==> config.mk <==
export PLATFORM = sky130hd
export DESIGN_NAME = serial_subtractor_flat
export DESIGN_NICKNAME = d
export VERILOG_FILES = /design/src/rtl/sub_pkg.sv /design/src/rtl/serial_subtractor_if.sv /design/src/rtl/serial_subtractor_fs_digit.sv /design/src/rtl/serial_subtractor.sv /design/src/flat_wrapper.sv
export SDC_FILE = /design/constraint.sdc
export NUM_CORES = 1
export LEC_CHECK = 0
export BUFFER_PORTS_ARGS = -buffer_cell sky130_fd_sc_hd__clkbuf_2
export CORE_ASPECT_RATIO = 0.7
export CORE_UTILIZATION = 35
export CTS_CLUSTER_DIAMETER = 30
export DETAILED_ROUTE_END_ITERATION = 8
export HOLD_SLACK_MARGIN = 0.08
export PLACE_DENSITY_LB_ADDON = 0.08
export SLEW_MARGIN = 20
export SYNTH_ARGS = -nofsm -noshare
export SYNTH_HDL_FRONTEND = slang
export SYNTH_SLANG_ARGS = --single-unit
export TNS_END_PERCENT = 20
==> constraint.sdc <==
create_clock -name clk -period 2.14 [get_ports clk]
set_clock_uncertainty 0.15 [all_clocks]
set_input_delay 0.214 -clock clk [delete_from_list [all_inputs] [get_ports clk]]
set_output_delay 0.214 -clock clk [all_outputs]
set_load 0.05 [all_outputs]
==> src/rtl/sub_pkg.sv <==
// Shared definitions for the serial subtractor: FSM state encoding and
// the parameter legality rule used by the top level.
package sub_pkg;

  typedef enum logic [1:0] {
    IDLE = 2'd0,
    RUN  = 2'd1,
    DONE = 2'd2
  } state_e;

  // WIDTH must be at least 2 and split into whole DIGIT-bit digits.
  function automatic bit params_legal(input int width, input int digit);
    return (width >= 2) && (digit >= 1) && ((width % digit) == 0);
  endfunction

endpackage

==> src/rtl/serial_subtractor_if.sv <==
// Operand/result port bundle of the serial subtractor; the master side
// supplies operands and consumes results, the slave side is the subtractor.
interface serial_subtractor_if #(
  parameter int WIDTH = 8
);

  // A transfer happens on a rising edge where valid && ready are both high.
  // in_ready is high only while idle; out_valid stays high with diff and
  // flags stable until out_ready accepts the result.
  logic             in_valid;
  logic             in_ready;
  logic [WIDTH-1:0] a;
  logic [WIDTH-1:0] b;
  logic             bin;
  logic             abort;
  logic             out_valid;
  logic             out_ready;
  logic [WIDTH-1:0] diff;
  logic             bout;
  logic             zero;
  logic             ovf;

  modport master (
    output in_valid, a, b, bin, abort, out_ready,
    input  in_ready, out_valid, diff, bout, zero, ovf
  );

  modport slave (
    input  in_valid, a, b, bin, abort, out_ready,
    output in_ready, out_valid, diff, bout, zero, ovf
  );

endinterface

==> src/rtl/serial_subtractor_fs_digit.sv <==
// DIGIT-wide combinational ripple of full-subtractor cells:
// {bo, d} = x - y - bi.
module fs_digit #(
  parameter int DIGIT = 1
) (
  input  logic [DIGIT-1:0] x,
  input  logic [DIGIT-1:0] y,
  input  logic             bi,
  output logic [DIGIT-1:0] d,
  output logic             bo
);

  logic c;

  always_comb begin
    c = bi;
    d = '0;
    for (int i = 0; i < DIGIT; i++) begin
      d[i] = x[i] ^ y[i] ^ c;
      c    = (~x[i] & y[i]) | (~(x[i] ^ y[i]) & c);
    end
    bo = c;
  end

endmodule

==> src/rtl/serial_subtractor.sv <==
// Digit-serial subtractor: diff = a - b - bin, DIGIT bits per clock,
// with registered borrow-out, zero and signed-overflow flags.
module serial_subtractor
  import sub_pkg::*;
#(
  parameter int WIDTH = 8,
  parameter int DIGIT = 1
) (
  input  logic                 clk,
  input  logic                 rst_n,
  serial_subtractor_if.slave   bus,
  output state_e               dbg_state
);

  localparam int NSTEP = WIDTH / DIGIT;
  localparam int CW    = (NSTEP > 1) ? $clog2(NSTEP) : 1;

  generate
    if (!params_legal(WIDTH, DIGIT)) begin : g_bad_params
      $error("serial_subtractor: WIDTH must be >= 2 and a multiple of DIGIT");
    end
  endgenerate

  state_e           state;
  logic [WIDTH-1:0] a_sr;
  logic [WIDTH-1:0] b_sr;
  logic [WIDTH-1:0] res;
  logic             brw;
  logic             a_msb;
  logic             b_msb;
  logic [CW-1:0]    cnt;

  logic [DIGIT-1:0]       d;
  logic                   bo;
  logic [WIDTH+DIGIT-1:0] res_cat;
  logic [WIDTH-1:0]       res_nxt;

  fs_digit #(.DIGIT(DIGIT)) u_cell (
    .x  (a_sr[DIGIT-1:0]),
    .y  (b_sr[DIGIT-1:0]),
    .bi (brw),
    .d  (d),
    .bo (bo)
  );

  // New digit enters at the MSB end; after NSTEP shifts the first digit is at bit 0.
  assign res_cat = {d, res};
  assign res_nxt = res_cat[WIDTH+DIGIT-1:DIGIT];

  assign bus.in_ready = (state == IDLE);
  assign dbg_state    = state;

  always_ff @(posedge clk or negedge rst_n) begin
    if (!rst_n) begin
      state         <= IDLE;
      a_sr          <= '0;
      b_sr          <= '0;
      res           <= '0;
      brw           <= 1'b0;
      a_msb         <= 1'b0;
      b_msb         <= 1'b0;
      cnt           <= '0;
      bus.out_valid <= 1'b0;
      bus.diff      <= '0;
      bus.bout      <= 1'b0;
      bus.zero      <= 1'b0;
      bus.ovf       <= 1'b0;
    end else begin
      case (state)
        IDLE: begin
          if (bus.in_valid && !bus.abort) begin
            a_sr  <= bus.a;
            b_sr  <= bus.b;
            brw   <= bus.bin;
            a_msb <= bus.a[WIDTH-1];
            b_msb <= bus.b[WIDTH-1];
            cnt   <= '0;
            state <= RUN;
          end
        end
        RUN: begin
          if (bus.abort) begin
            state         <= IDLE;
            bus.out_valid <= 1'b0;
          end else begin
            res  <= res_nxt;
            a_sr <= a_sr >> DIGIT;
            b_sr <= b_sr >> DIGIT;
            brw  <= bo;
            cnt  <= cnt + 1'b1;
            if (cnt == CW'(NSTEP - 1)) begin
              state         <= DONE;
              bus.out_valid <= 1'b1;
              bus.diff      <= res_nxt;
              bus.bout      <= bo;
              bus.zero      <= (res_nxt == '0);
              // Signed overflow: operands differ in sign and result sign differs from a.
              bus.ovf       <= (a_msb ^ b_msb) & (a_msb ^ res_nxt[WIDTH-1]);
            end
          end
        end
        DONE: begin
          if (bus.abort || bus.out_ready) begin
            state         <= IDLE;
            bus.out_valid <= 1'b0;
          end
        end
        default: state <= IDLE;
      endcase
    end
  end

endmodule

==> src/flat_wrapper.sv <==
// flat-port wrapper written by rule: the top's interface ports become plain ports
module serial_subtractor_flat import sub_pkg::*;
#(
  parameter int WIDTH = 8,
  parameter int DIGIT = 1
)
  (clk, rst_n, dbg_state, bus_in_valid, bus_a, bus_b, bus_bin, bus_abort, bus_out_ready, bus_in_ready, bus_out_valid, bus_diff, bus_bout, bus_zero, bus_ovf);
  serial_subtractor_if #(.WIDTH(WIDTH)) bus_i ();
  input  logic clk;
  input  logic rst_n;
  output state_e dbg_state;
  input wire logic [$bits(bus_i.in_valid)-1:0] bus_in_valid;
  input wire logic [$bits(bus_i.a)-1:0] bus_a;
  input wire logic [$bits(bus_i.b)-1:0] bus_b;
  input wire logic [$bits(bus_i.bin)-1:0] bus_bin;
  input wire logic [$bits(bus_i.abort)-1:0] bus_abort;
  input wire logic [$bits(bus_i.out_ready)-1:0] bus_out_ready;
  output wire logic [$bits(bus_i.in_ready)-1:0] bus_in_ready;
  output wire logic [$bits(bus_i.out_valid)-1:0] bus_out_valid;
  output wire logic [$bits(bus_i.diff)-1:0] bus_diff;
  output wire logic [$bits(bus_i.bout)-1:0] bus_bout;
  output wire logic [$bits(bus_i.zero)-1:0] bus_zero;
  output wire logic [$bits(bus_i.ovf)-1:0] bus_ovf;
  assign bus_i.in_valid = bus_in_valid;
  assign bus_i.a = bus_a;
  assign bus_i.b = bus_b;
  assign bus_i.bin = bus_bin;
  assign bus_i.abort = bus_abort;
  assign bus_i.out_ready = bus_out_ready;
  assign bus_in_ready = bus_i.in_ready;
  assign bus_out_valid = bus_i.out_valid;
  assign bus_diff = bus_i.diff;
  assign bus_bout = bus_i.bout;
  assign bus_zero = bus_i.zero;
  assign bus_ovf = bus_i.ovf;
  serial_subtractor #(.WIDTH(WIDTH), .DIGIT(DIGIT)) u_core (.clk(clk), .rst_n(rst_n), .bus(bus_i), .dbg_state(dbg_state));
endmodule
==> impl_results.html <==
<table>
<tr><th>Metric</th><th>Value</th></tr>
<tr><th colspan="2">STA</th></tr>
<tr><td>Final worst path period need</td><td>around 1.9 ns</td></tr>
<tr><td>Tightest hold margin</td><td>around 0.096 ns</td></tr>
<tr><td>Fin. Hold Viols</td><td>0</td></tr>
<tr><td>Slew at the pin closest to its max-slew limit</td><td>~0.60 ns</td></tr>
<tr><td>Unrepaired setup endpoints after global routing</td><td>false</td></tr>
<tr><td>Number of slew-limit violations in the final report</td><td>0</td></tr>
<tr><td>Maximum clock frequency</td><td>0.513 GHz</td></tr>
<tr><td>Share of the clock period used by the worst path</td><td>around 91%</td></tr>
<tr><td>Setup Viol. Count Final</td><td>0</td></tr>
<tr><td>Sum Neg Setup Slack</td><td>0 ns</td></tr>
<tr><td>Worst rel slew slack</td><td>between 50 and 60%</td></tr>
<tr><th colspan="2">Critical path</th></tr>
<tr><td>Start-to-end type of the worst setup path</td><td>flop to flop</td></tr>
<tr><td>Startpoint of the worst register-to-register path</td><td>u_core.cnt[0]$_DFFE_PN0P_</td></tr>
<tr><td>Cells on worst reg2reg path</td><td>4</td></tr>
<tr><td>Critical-path maximum fanout</td><td>11</td></tr>
<tr><td>Critical Path Sink Type</td><td>flop</td></tr>
<tr><td>Worst Path Required</td><td>~2.2 ns</td></tr>
<tr><td>Flop-to-flop setup slack</td><td>~0.19 ns</td></tr>
<tr><td>Endpoint of the worst register-to-register path</td><td>u_core.bus.diff[4]$_DFFE_PN0P_</td></tr>
<tr><td>Kind of start point of the critical path</td><td>flop</td></tr>
<tr><td>CP arrival</td><td>about 2.0 ns</td></tr>
<tr><th colspan="2">Placement</th></tr>
<tr><td>Post-place instance area</td><td>approximately 0.0023 mm²</td></tr>
<tr><td>Placed Instances</td><td>about 250</td></tr>
<tr><td>Input/output buffers</td><td>36</td></tr>
<tr><td>Weighted congestion reported at the end of routability-driven placement</td><td>between 0.7 and 0.8</td></tr>
<tr><td>DP HPWL</td><td>2720 µm</td></tr>
<tr><th colspan="2">Global routing</th></tr>
<tr><td>Global-route wire length before repair</td><td>6090 µm</td></tr>
<tr><td>Pin count of the biggest net entering global routing</td><td>23</td></tr>
<tr><td>Initial antenna violation count</td><td>0</td></tr>
<tr><td>Vias in the first global route</td><td>1263</td></tr>
<tr><td>Final global-route overflow total</td><td>0</td></tr>
<tr><td>All-Layer GR Usage</td><td>13.3%</td></tr>
<tr><th colspan="2">Floorplan</th></tr>
<tr><td>Standard-cell rows</td><td>22</td></tr>
<tr><td>Starting density of the core</td><td>between 30% and 40%</td></tr>
<tr><td>Width of the die</td><td>92.8 µm</td></tr>
<tr><td>Vertical die dimension</td><td>roughly 66 µm</td></tr>
<tr><td>IO Pins</td><td>37</td></tr>
<tr><td>DIE AREA</td><td>approximately 0.0061 mm²</td></tr>
<tr><td>Core Footprint</td><td>around 0.0054 mm²</td></tr>
<tr><th colspan="2">Yosys</th></tr>
<tr><td>Netlist Area Pre-Place</td><td>a little over 0.002 mm²</td></tr>
<tr><td>Number of library cell types mapped by synthesis</td><td>30</td></tr>
<tr><td>Post-synthesis average cell area</td><td>13.9 µm²</td></tr>
<tr><td>Number of flip-flops and latches in the synthesized netlist</td><td>43</td></tr>
<tr><td>Fraction of the yosys area taken by sequential cells</td><td>roughly 53%</td></tr>
<tr><td>Synth Net Count</td><td>170</td></tr>
<tr><td>Gate count of the mapped netlist</td><td>between 100 and 150</td></tr>
<tr><td>Yosys warns</td><td>0</td></tr>
<tr><th colspan="2">Clocking</th></tr>
<tr><td>Clock sink total</td><td>43</td></tr>
<tr><td>Count of H-tree levels built during CTS</td><td>2</td></tr>
<tr><td>CTS Root Cell</td><td>sky130_fd_sc_hd__clkbuf_8</td></tr>
<tr><td>Number of buffers inserted for hold repair after clock tree synthesis</td><td>6</td></tr>
<tr><td>TritonCTS clock tree</td><td>built</td></tr>
<tr><td>Clock input transition at the sequential cells of the worst setup and hold paths</td><td>0.08 ns</td></tr>
<tr><td>Clock buffer depth</td><td>2</td></tr>
<tr><td>Inserted Clock Buffers</td><td>5</td></tr>
<tr><td>Post-CTS setup-driven buffer insertion count</td><td>0</td></tr>
<tr><td>Gates resized, CTS repair</td><td>0</td></tr>
<tr><td>Clock latency on the worst-skew pair</td><td>a little under 0.3 ns</td></tr>
<tr><th colspan="2">Pwr</th></tr>
<tr><td>Sw Ratio</td><td>a little under a third</td></tr>
<tr><td>Internal cell power</td><td>1510 µW</td></tr>
<tr><td>Cell Pwr Density</td><td>892 mW/mm²</td></tr>
<tr><td>Net Switching</td><td>between 600 and 700 µW</td></tr>
<tr><td>Worst voltage drop across the vdd grid</td><td>between 0.0003 and 0.0004 V</td></tr>
<tr><td>Combinational group share of total power</td><td>between 20 and 30%</td></tr>
<tr><td>Share of power burned in the clock network</td><td>between 20% and 30%</td></tr>
<tr><td>Part of the total power dissipated in sequential elements</td><td>about half</td></tr>
<tr><td>Static leakage</td><td>about 0.0012 µW</td></tr>
<tr><th colspan="2">Min path</th></tr>
<tr><td>Hold path depth</td><td>3</td></tr>
<tr><td>Worst hold path startpoint</td><td>bus_b[0]</td></tr>
<tr><td>Path type of the worst min-delay path</td><td>input pin to flop</td></tr>
<tr><td>Worst hold path endpoint</td><td>u_core.b_sr[0]$_DFFE_PN0P_</td></tr>
<tr><th colspan="2">Layout</th></tr>
<tr><td>Multi-input logic area</td><td>about 870 µm²</td></tr>
<tr><td>Filler cell count in the final layout</td><td>522</td></tr>
<tr><td>Count of inserted antenna diode cells</td><td>0</td></tr>
<tr><td>Layout-stage area growth over the synthesis result</td><td>20.6%</td></tr>
<tr><td>Storage element area</td><td>approximately 0.0011 mm²</td></tr>
<tr><td>Non-filler instance count after layout</td><td>266</td></tr>
<tr><td>Post-route cell area</td><td>0.00243 mm²</td></tr>
<tr><td>Number of nets in the finished design</td><td>about 220</td></tr>
<tr><td>Share of cells above drive strength 1</td><td>a little under half</td></tr>
<tr><th colspan="2">Detailed routing</th></tr>
<tr><td>Routed Wire Length</td><td>roughly 3700 µm</td></tr>
<tr><td>Number of nets still failing antenna checks after routing</td><td>0</td></tr>
<tr><td>Number of vias per cell after detailed routing</td><td>4.80</td></tr>
<tr><td>Iter 0 DRT Violations</td><td>38</td></tr>
<tr><td>Final routed wire length divided by cell count</td><td>between 10 and 15 µm</td></tr>
<tr><td># DRC</td><td>0</td></tr>
<tr><td>Number of iterations in the first detailed-routing pass</td><td>4</td></tr>
<tr><td>Number of vias in the routed layout</td><td>between 1000 and 1500</td></tr>
<tr><th colspan="2">Job</th></tr>
<tr><td>Max-cap violations</td><td>0</td></tr>
<tr><th colspan="2">Run status</th></tr>
<tr><td>Outcome</td><td>completed</td></tr>
</table>
## power groups by stage
| stage | clock, µW | combinational, µW | sequential (µW) |
|---|---|---|---|
| 5_1_grt | 547 | 613 | 1150 |
| 6_report | 489 | 557 | 1130 |
| 4_1_cts | 517 | 569 | 1130 |
| 3_3_place_gp | 0 | 547 | 1130 |
| 3_5_place_dp | 0 | 558 | 1140 |
| 2_1_floorplan | 0 | 358 | 1180 |
## worst max-delay path by stage
stage	startpoint	endpoint	slack, ns	cells after the start
after floorplan	u_core.dbg_state[0]$_DFFE_PN0P_	u_core.bus.out_valid$_DFFE_PN0P_	0.14	4
after global placement	u_core.cnt[0]$_DFFE_PN0P_	u_core.bus.diff[5]$_DFFE_PN0P_	0.19	4
after detailed placement	u_core.cnt[0]$_DFFE_PN0P_	u_core.bus.diff[3]$_DFFE_PN0P_	0.14	4
after CTS	u_core.cnt[0]$_DFFE_PN0P_	u_core.bus.diff[3]$_DFFE_PN0P_	0.11	4
after global routing	u_core.cnt[0]$_DFFE_PN0P_	u_core.bus.diff[3]$_DFFE_PN0P_	0.04	4
final	u_core.cnt[0]$_DFFE_PN0P_	u_core.bus.diff[4]$_DFFE_PN0P_	0.19	4
## flip-flops by register name, summed over array words and instances, names as in the netlist, 2 cells and up
register	flops
u_core.dbg_state	2
u_core.res	7
u_core.cnt	3
u_core.b_sr	8
u_core.bus.diff	8
u_core.a_sr	8
## worst max-delay path, stage by stage (launching register included)
cell,delay [ns]
sky130_fd_sc_hd__dfrtp_1,0.37
sky130_fd_sc_hd__ha_1,0.16
sky130_fd_sc_hd__ha_1,0.20
sky130_fd_sc_hd__nand4bb_1,0.46
sky130_fd_sc_hd__mux2_1,0.49
## kinds of logic after synthesis
group                      count (synthesis)  share of synthesized area (%)
muxes                                     46                           28.4
DFF                                       43                           53.3
adders and majority gates                  3                           2.23
and+or+nand+nor                           21                           6.38
buffers and inverters                     11                           3.72
AOI/OAI and AO/OA                         21                           5.95
## cell usage after synthesis
cell	number	area, µm²
sky130_fd_sc_hd__inv_1	3	11.3
sky130_fd_sc_hd__a22oi_1	1	7.51
sky130_fd_sc_hd__nor2_4	1	11.3
sky130_fd_sc_hd__buf_4	2	15.0
sky130_fd_sc_hd__and3_1	1	6.26
sky130_fd_sc_hd__fa_1	1	20.0
sky130_fd_sc_hd__nand3b_1	1	7.51
sky130_fd_sc_hd__nor4b_1	2	17.5
sky130_fd_sc_hd__nor2_1	3	11.3
sky130_fd_sc_hd__ha_1	2	25.0
sky130_fd_sc_hd__mux2i_1	3	30.0
sky130_fd_sc_hd__nand2_1	6	22.5
sky130_fd_sc_hd__a22o_1	1	8.76
sky130_fd_sc_hd__a31oi_1	1	6.26
sky130_fd_sc_hd__a21o_1	2	15.0
sky130_fd_sc_hd__a21oi_1	7	35.0
sky130_fd_sc_hd__mux2_1	4	45.0
sky130_fd_sc_hd__o21ai_0	8	40.0
sky130_fd_sc_hd__nand2b_1	1	6.26
sky130_fd_sc_hd__nand4bb_1	1	11.3
sky130_fd_sc_hd__dfrtp_1	43	1080
sky130_fd_sc_hd__buf_2	3	15.0
sky130_fd_sc_hd__mux2_4	16	240
sky130_fd_sc_hd__and3b_1	1	8.76
sky130_fd_sc_hd__buf_6	3	33.8
sky130_fd_sc_hd__nor4_1	2	12.5
sky130_fd_sc_hd__mux2_2	23	259
sky130_fd_sc_hd__o21a_1	1	7.51
sky130_fd_sc_hd__nor2b_1	1	6.26
sky130_fd_sc_hd__nor3b_1	1	7.51
## metrics by stage
step                util, %  worst slack, ns  power [µW]
finish                 45.1            0.192        2170
CTS                    45.1            0.115        2210
detailed placement     42.5            0.139        1700
floorplan                 -            0.136        1540
global placement       42.5            0.192        1680
global route           45.1           0.0413        2310
## metal layers
layer  global-route usage (%)  part of all wire [%]
met5                        0                     0
met2                     20.4                    44
met3                     3.59                   4.8
met1                     18.2                    50
met4                     4.62                   1.1
## layout make-up
class	instances	area share, %
clock buffers	5	2.83
clock inverters	3	0.617
inverters	3	0.462
multi-input cells	91	35.7
flip-flops and latches	43	44.2
well taps	72	3.70
repair buffers	49	12.5
## cells in the final DEF (no fill, tap or decap), drive strengths merged, types with 3 or more instances in the layout
cell type    count
dfrtp           43
mux2            43
clkbuf          41
inv              3
nand2            6
nor2             4
dlygate4sd3      6
clkinv           3
mux2i            3
a21oi            7
o21ai            8
buf              7
Power figures use the tool's default switching activity.
